**src/rtl/cpu_load_store_unit_if.sv**
```systemverilog
// Bus-side signal bundle between the load/store unit and arbiter port B.
// master = load/store unit, slave = arbiter port B.
interface cpu_load_store_unit_if;
  logic        o_bus_rw;
  logic        o_bus_request;
  logic        i_bus_ready;
  logic [31:0] o_bus_address;
  logic [31:0] i_bus_rdata;
  logic [31:0] o_bus_wdata;

  modport master (
    output o_bus_rw, o_bus_request, o_bus_address, o_bus_wdata,
    input  i_bus_ready, i_bus_rdata
  );

  modport slave (
    input  o_bus_rw, o_bus_request, o_bus_address, o_bus_wdata,
    output i_bus_ready, i_bus_rdata
  );
endinterface

```
**src/rtl/cpu_load_store_unit.sv**
```systemverilog
// Load/store unit: byte/half/word accesses over a 32-bit bus without byte enables.
// Optional macro CPU_LSU_MISALIGN_TRAP_EN: misaligned accesses fault instead of aligning down.
module cpu_load_store_unit (
  input  logic                         i_clock,
  input  logic                         i_reset,
  input  logic                         i_request,
  input  logic                         i_rw,
  input  logic [1:0]                   i_width,
  input  logic                         i_signed,
  input  logic [31:0]                  i_address,
  input  logic [31:0]                  i_wdata,
  output logic                         o_ready,
  output logic [31:0]                  o_rdata,
  output logic                         o_fault,
  cpu_load_store_unit_if.master        bus
);

  typedef enum logic [2:0] {
    S_IDLE,
    S_RD,
    S_MERGE,
    S_WR,
    S_DONE
  } state_t;

  state_t      r_state;
  logic        r_rw;
  logic [1:0]  r_width;
  logic        r_signed;
  logic [1:0]  r_lane;
  logic [15:0] r_wdata;
  logic [31:0] r_word;

  logic        w_misaligned;
  logic [7:0]  w_byte;
  logic [15:0] w_half;
  logic [31:0] w_load_val;
  logic [31:0] w_merged;

`ifdef CPU_LSU_MISALIGN_TRAP_EN
  assign w_misaligned = ((i_width == 2'd1) && i_address[0]) ||
                        (i_width[1] && (i_address[1:0] != 2'b00));
`else
  assign w_misaligned = 1'b0;
`endif

  // Lane extraction reads the bus directly so o_rdata is ready with o_ready.
  always_comb begin
    w_byte = bus.i_bus_rdata[7:0];
    case (r_lane)
      2'd0: w_byte = bus.i_bus_rdata[7:0];
      2'd1: w_byte = bus.i_bus_rdata[15:8];
      2'd2: w_byte = bus.i_bus_rdata[23:16];
      2'd3: w_byte = bus.i_bus_rdata[31:24];
      default: w_byte = bus.i_bus_rdata[7:0];
    endcase
    w_half = r_lane[1] ? bus.i_bus_rdata[31:16] : bus.i_bus_rdata[15:0];
    case (r_width)
      2'd0:    w_load_val = {{24{r_signed & w_byte[7]}}, w_byte};
      2'd1:    w_load_val = {{16{r_signed & w_half[15]}}, w_half};
      default: w_load_val = bus.i_bus_rdata;
    endcase
  end

  always_comb begin
    w_merged = r_word;
    if (r_width == 2'd0) begin
      case (r_lane)
        2'd0: w_merged[7:0]   = r_wdata[7:0];
        2'd1: w_merged[15:8]  = r_wdata[7:0];
        2'd2: w_merged[23:16] = r_wdata[7:0];
        2'd3: w_merged[31:24] = r_wdata[7:0];
        default: w_merged = r_word;
      endcase
    end else if (r_lane[1]) begin
      w_merged[31:16] = r_wdata;
    end else begin
      w_merged[15:0] = r_wdata;
    end
  end

  always_ff @(posedge i_clock) begin
    if (i_reset) begin
      r_state           <= S_IDLE;
      r_rw              <= 1'b0;
      r_width           <= '0;
      r_signed          <= 1'b0;
      r_lane            <= '0;
      r_wdata           <= '0;
      r_word            <= '0;
      o_ready           <= 1'b0;
      o_rdata           <= '0;
      o_fault           <= 1'b0;
      bus.o_bus_rw      <= 1'b0;
      bus.o_bus_request <= 1'b0;
      bus.o_bus_address <= '0;
      bus.o_bus_wdata   <= '0;
    end else begin
      case (r_state)
        S_IDLE: begin
          if (i_request) begin
            r_rw              <= i_rw;
            r_width           <= i_width;
            r_signed          <= i_signed;
            r_lane            <= i_address[1:0];
            r_wdata           <= i_wdata[15:0];
            bus.o_bus_address <= {i_address[31:2], 2'b00};
            if (w_misaligned) begin
              o_ready <= 1'b1;
              o_fault <= 1'b1;
              r_state <= S_DONE;
            end else if (i_rw && i_width[1]) begin
              bus.o_bus_rw      <= 1'b1;
              bus.o_bus_wdata   <= i_wdata;
              bus.o_bus_request <= 1'b1;
              r_state           <= S_WR;
            end else begin
              bus.o_bus_rw      <= 1'b0;
              bus.o_bus_request <= 1'b1;
              r_state           <= S_RD;
            end
          end
        end
        S_RD: begin
          if (bus.i_bus_ready) begin
            bus.o_bus_request <= 1'b0;
            r_word            <= bus.i_bus_rdata;
            if (r_rw) begin
              r_state <= S_MERGE;
            end else begin
              o_ready <= 1'b1;
              o_rdata <= w_load_val;
              r_state <= S_DONE;
            end
          end
        end
        S_MERGE: begin
          bus.o_bus_wdata   <= w_merged;
          bus.o_bus_rw      <= 1'b1;
          bus.o_bus_request <= 1'b1;
          r_state           <= S_WR;
        end
        S_WR: begin
          if (bus.i_bus_ready) begin
            bus.o_bus_request <= 1'b0;
            o_ready           <= 1'b1;
            r_state           <= S_DONE;
          end
        end
        S_DONE: begin
          o_ready <= 1'b0;
          o_fault <= 1'b0;
          r_state <= S_IDLE;
        end
        default: r_state <= S_IDLE;
      endcase
    end
  end

endmodule
```
**src/flat_wrapper.sv**
```systemverilog
// flat-port wrapper written by rule: the top's interface ports become plain ports
module cpu_load_store_unit_flat 
  (i_clock, i_reset, i_request, i_rw, i_width, i_signed, i_address, i_wdata, o_ready, o_rdata, o_fault, bus_o_bus_rw, bus_o_bus_request, bus_o_bus_address, bus_o_bus_wdata, bus_i_bus_ready, bus_i_bus_rdata);
  cpu_load_store_unit_if bus_i ();
  input  logic i_clock;
  input  logic i_reset;
  input  logic i_request;
  input  logic i_rw;
  input  logic [1:0] i_width;
  input  logic i_signed;
  input  logic [31:0] i_address;
  input  logic [31:0] i_wdata;
  output logic o_ready;
  output logic [31:0] o_rdata;
  output logic o_fault;
  output wire logic [$bits(bus_i.o_bus_rw)-1:0] bus_o_bus_rw;
  output wire logic [$bits(bus_i.o_bus_request)-1:0] bus_o_bus_request;
  output wire logic [$bits(bus_i.o_bus_address)-1:0] bus_o_bus_address;
  output wire logic [$bits(bus_i.o_bus_wdata)-1:0] bus_o_bus_wdata;
  input wire logic [$bits(bus_i.i_bus_ready)-1:0] bus_i_bus_ready;
  input wire logic [$bits(bus_i.i_bus_rdata)-1:0] bus_i_bus_rdata;
  assign bus_o_bus_rw = bus_i.o_bus_rw;
  assign bus_o_bus_request = bus_i.o_bus_request;
  assign bus_o_bus_address = bus_i.o_bus_address;
  assign bus_o_bus_wdata = bus_i.o_bus_wdata;
  assign bus_i.i_bus_ready = bus_i_bus_ready;
  assign bus_i.i_bus_rdata = bus_i_bus_rdata;
  cpu_load_store_unit u_core (.i_clock(i_clock), .i_reset(i_reset), .i_request(i_request), .i_rw(i_rw), .i_width(i_width), .i_signed(i_signed), .i_address(i_address), .i_wdata(i_wdata), .o_ready(o_ready), .o_rdata(o_rdata), .o_fault(o_fault), .bus(bus_i));
endmodule
```
**config.mk**
```make
export PLATFORM = sky130hd
export DESIGN_NAME = cpu_load_store_unit_flat
export DESIGN_NICKNAME = d
export VERILOG_FILES = /design/src/rtl/cpu_load_store_unit_if.sv /design/src/rtl/cpu_load_store_unit.sv /design/src/flat_wrapper.sv
export SDC_FILE = /design/constraint.sdc
export NUM_CORES = 1
export LEC_CHECK = 0
export ABC_AREA = 1
export BUFFER_PORTS_ARGS = -buffer_cell sky130_fd_sc_hd__buf_2
export CAP_MARGIN = 10
export CORE_MARGIN = 2
export CORE_UTILIZATION = 24
export DETAILED_ROUTE_END_ITERATION = 10
export PLACE_DENSITY = 0.55
export SLEW_MARGIN = 20
export SYNTH_ARGS = -nofsm -noshare
export SYNTH_HDL_FRONTEND = slang
export SYNTH_SLANG_ARGS = --single-unit
```
**constraint.sdc**
```tcl
create_clock -name i_clock -period 1.3 [get_ports i_clock]
set_input_delay 0 -clock i_clock [delete_from_list [all_inputs] [get_ports i_clock]]
set_output_delay 0 -clock i_clock [all_outputs]
set_load 0.05 [all_outputs]
```
==> summary.md <==
| Metric | Value |
|---|---|
| # nets final | 1701 |
| Worst path max stage delay | 0.35 ns |
| Top cell family by delay on the critical path | buffers and inverters |
| Antenna Violating Nets Remaining | 0 |
| DR vias/cell | 4.43 |
| Worst EP arrival | 1.76 ns |
| Die area | 34300 um2 |
| Clock-pin slew on the worst setup and hold paths | 0.07 ns |
| Final clock skew | 0.0117 ns |
| WS Path Type | flop to flop |
| Ys flop type | dfxtp_1 |
| Post-Synthesis Cells | 1268 |
| Final Hold Fails | 0 |
| Max cap viols | 0 |
| Wire length of the first global-routing pass | 47.3 mm |
| Power Dens Cells | 1490 nW/um2 |
| Largest net degree at the start of global routing | 61 |
| Final core utilization | 0.367 |
| Initial antenna violation count | 0 |
| Distinct cells, synth | 29 |
| Worst setup SP type | flop |
| TritonCTS buffer count | 17 |
| Leakage | 5.52 nW |
| Violations in the final reports | setup timing |
| Worst setup EP type | flop |
| Die Y-Extent | 185 um |
| Die Span X | 185 um |
| Seq/Total Area, Yosys | 0.391 |
| Vias in the first global route | 8692 |
| First-pass iteration count of the detailed router | 5 |
| Post-route insts no fill | 2051 |
| EDFF count, synth | 0 |
| Area leader, netlist | dfxtp_1 |
| Hold Path Class | input port to flop |
| Hold-critical path endpoint | u_core.r_word[23]$_SDFFE_PP0P_ |
| Fmax achieved | 695 MHz |
| Row count | 66 |
| Reg2Reg Capture Point | u_core.bus.o_bus_address[3]$_SDFFE_PP0P_ |
| Port buffer count | 200 |
| # diodes | 0 |
| Post-Route WL | 30.6 mm |
| CP cell instances | nor2_4, nand3_4, buf_12, buf_16, o21ai_1, a21oi_1 |
| Top cells by count, synth | nand2_1, nor2_1, dfxtp_1, inv_1, o21ai_0 |
| Required time of the worst setup path | 1.62 ns |
| Hold path depth | 3 |
| R2R depth | 6 |
| Buf+Inv Stages, Crit Path | 2 |
| DR DRC count | 0 |
| Most frequent cell after synthesis | nand2_1 |
| Synth area leaders | dfxtp_1, nand2_1, nor2_1, o21ai_0, a21oi_1 |
| CORE AREA | 32500 um2 |
| Hold_sp | bus_i_bus_rdata[23] |
| VDD IR-drop max | 0.666 mV |
| Setup repair after global routing missed its margin | yes |
| R2R setup slack | -0.14 ns |
| Cell area after synthesis | 7890 um2 |
| Syn_area_per_cell | 6.22 um2 |
| I/O pin total | 204 |
| Max-slew violations | 0 |
| Status | finished with violations |
| DR WL/cell | 14.9 um |
| Global placement routability congestion | 0.873 |
| CTS tree | done |
| Layout overhead on the synthesized area | 50.9% |
| Total power | 17.8 mW |
| Yosys reg bits | 154 |
| Clock sink total | 154 |
| Final worst-path cycle share | 1.11 |
| Root Buffer | clkbuf_16 |
| CP max stage cell | dfxtp_2 |
| Overflow after GRT | 0 |
| Critical R2R Launch | u_core.r_state[0]$_SDFFE_PP0P_ |
| H-Tree Level Count | 4 |
| Post-synth top area share | 0.391 |
| Worst skew pair latency | 0.44 ns |
| Ys Warns | 0 |
| Vias | 9076 |
| Ys async rst share | 0 |
| Initial Utilization | 0.243 |
| Post-layout min period | 1.44 ns |
| Worst Setup Slack, final | -0.138 ns |
| Fillers | 3479 |
| Starting DRT DRC Count | 614 |
| Clk buf depth | 2 |
| Fraction of layout cells with a size suffix above 1 | 0.238 |
| DP HPWL | 21.9 mm |
| Peak fanout along the critical path | 29 |
| Total track usage | 0.178 |
| Placed cell count | 1907 |
| Final setup violation count | 129 |
-- flip-flops by register name (all words and copies together), names as in the netlist --
| name | cells |
|---|---|
| u_core.bus.o_bus_address | 30 |
| u_core.bus.o_bus_request | 1 |
| u_core.bus.o_bus_rw | 1 |
| u_core.bus.o_bus_wdata | 32 |
| u_core.o_rdata | 32 |
| u_core.o_ready | 1 |
| u_core.r_lane | 2 |
| u_core.r_rw | 1 |
| u_core.r_signed | 1 |
| u_core.r_state | 3 |
| u_core.r_wdata | 16 |
| u_core.r_width | 2 |
| u_core.r_word | 32 |
-- cell families after synthesis --
family | Yosys count | synth area share
buffers and inverters | 214 | 0.107
and+or+nand+nor | 655 | 0.346
DFF | 154 | 0.391
AOI/OAI and AO/OA | 244 | 0.156
other | 1 | 0.000476
-- power breakdown --
part           total, mW  switching [mW]  internal, mW  leakage, nW
clock network       4.81            2.09          2.72        0.264
logic               7.12            4.60          2.52         3.99
registers           5.84           0.449          5.39         1.27
-- layer usage --
metal | vias up | GRT usage | share of wire | wire (um)
met5 | - | 0 | 0 | 0
met4 | 0 | 0.0454 | 0.014 | 437
met1 | 4142 | 0.243 | 0.47 | 14300
met3 | 24 | 0.0360 | 0.058 | 1780
met2 | 255 | 0.286 | 0.46 | 14000
li1 | 4655 | - | - | -
-- worst max-delay path by stage --
stage	startpoint	to	slack, ns	cells after the start
2_1_floorplan	u_core.r_state[0]$_SDFFE_PP0P_	u_core.r_word[23]$_SDFFE_PP0P_	0.004	8
3_3_place_gp	u_core.r_state[1]$_SDFFE_PP0P_	u_core.bus.o_bus_wdata[13]$_SDFFE_PP0P_	-0.24	6
3_5_place_dp	u_core.r_state[0]$_SDFFE_PP0P_	u_core.bus.o_bus_wdata[7]$_SDFFE_PP0P_	-0.30	7
4_1_cts	u_core.r_state[0]$_SDFFE_PP0P_	u_core.bus.o_bus_wdata[0]$_SDFFE_PP0P_	-0.14	8
5_1_grt	u_core.r_state[0]$_SDFFE_PP0P_	u_core.o_rdata[8]$_SDFFE_PP0P_	-0.22	8
6_report	u_core.r_state[0]$_SDFFE_PP0P_	u_core.bus.o_bus_address[3]$_SDFFE_PP0P_	-0.14	6
-- placed cells by master (no fill, tap or decap), types with 2 or more instances in the layout --
cell type	n
a21oi_1	110
a21oi_2	6
buf_12	23
buf_16	3
buf_2	200
buf_4	57
buf_6	3
buf_8	2
clkbuf_16	18
clkbuf_8	2
clkinv_2	5
clkinvlp_4	4
conb_1	3
dfxtp_1	149
dfxtp_4	4
dlygate4sd3_1	100
inv_1	121
inv_2	7
inv_4	3
nand2_1	315
nand2_2	6
nand2_4	2
nand3_1	89
nand3_2	2
nand4_1	2
nor2_1	192
nor2_2	9
nor2_4	6
nor3_1	6
nor3b_1	16
o211ai_1	2
o21ai_0	59
o21ai_1	57
o21ai_2	8
or2_2	4
-- stage by stage --
stage / setup slack (ns) / setup TNS, ns / hold slack (ns) / cell area, um2
after global placement: -0.237 / -12.47 / 0.263 / 10000
after detailed placement: -0.302 / -15.10 / 0.267 / 10000
after CTS: -0.139 / -7.97 / 0.0276 / 11800
after floorplan: 0.00384 / 0 / 0.135 / 8000
final: -0.138 / -8.97 / 0.0203 / 11900
after global routing: -0.222 / -20.15 / 0.0411 / 11900
-- repair_timing --
item,4_1_cts,5_1_grt
setup buffers,8,1
setup endpoints to repair,128,151
endpoints found under the hold margin,126,0
hold buffers,100,0
resized for setup,85,24
pin swaps,5,1
cloned,3,1
-- worst reg2reg max path, cell delays in order, from the launching register on --
cell     delay (ns)
dfxtp_2        0.35
nor2_4         0.16
nand3_4        0.22
buf_12         0.22
buf_16         0.17
o21ai_1        0.14
a21oi_1        0.06
-- area by class of cell --
type	count	area, um2	share of cell area
Tap cell	442	553	0.0465
Sequential cell	154	3100	0.260
Multi-Input combinational cell	902	4130	0.347
Inverter	133	508	0.0427
Clock buffer	20	457	0.0384
Timing Repair Buffer	389	3060	0.257
Clock inverter	11	97.6	0.00820
(Power assumes the default switching activity.)
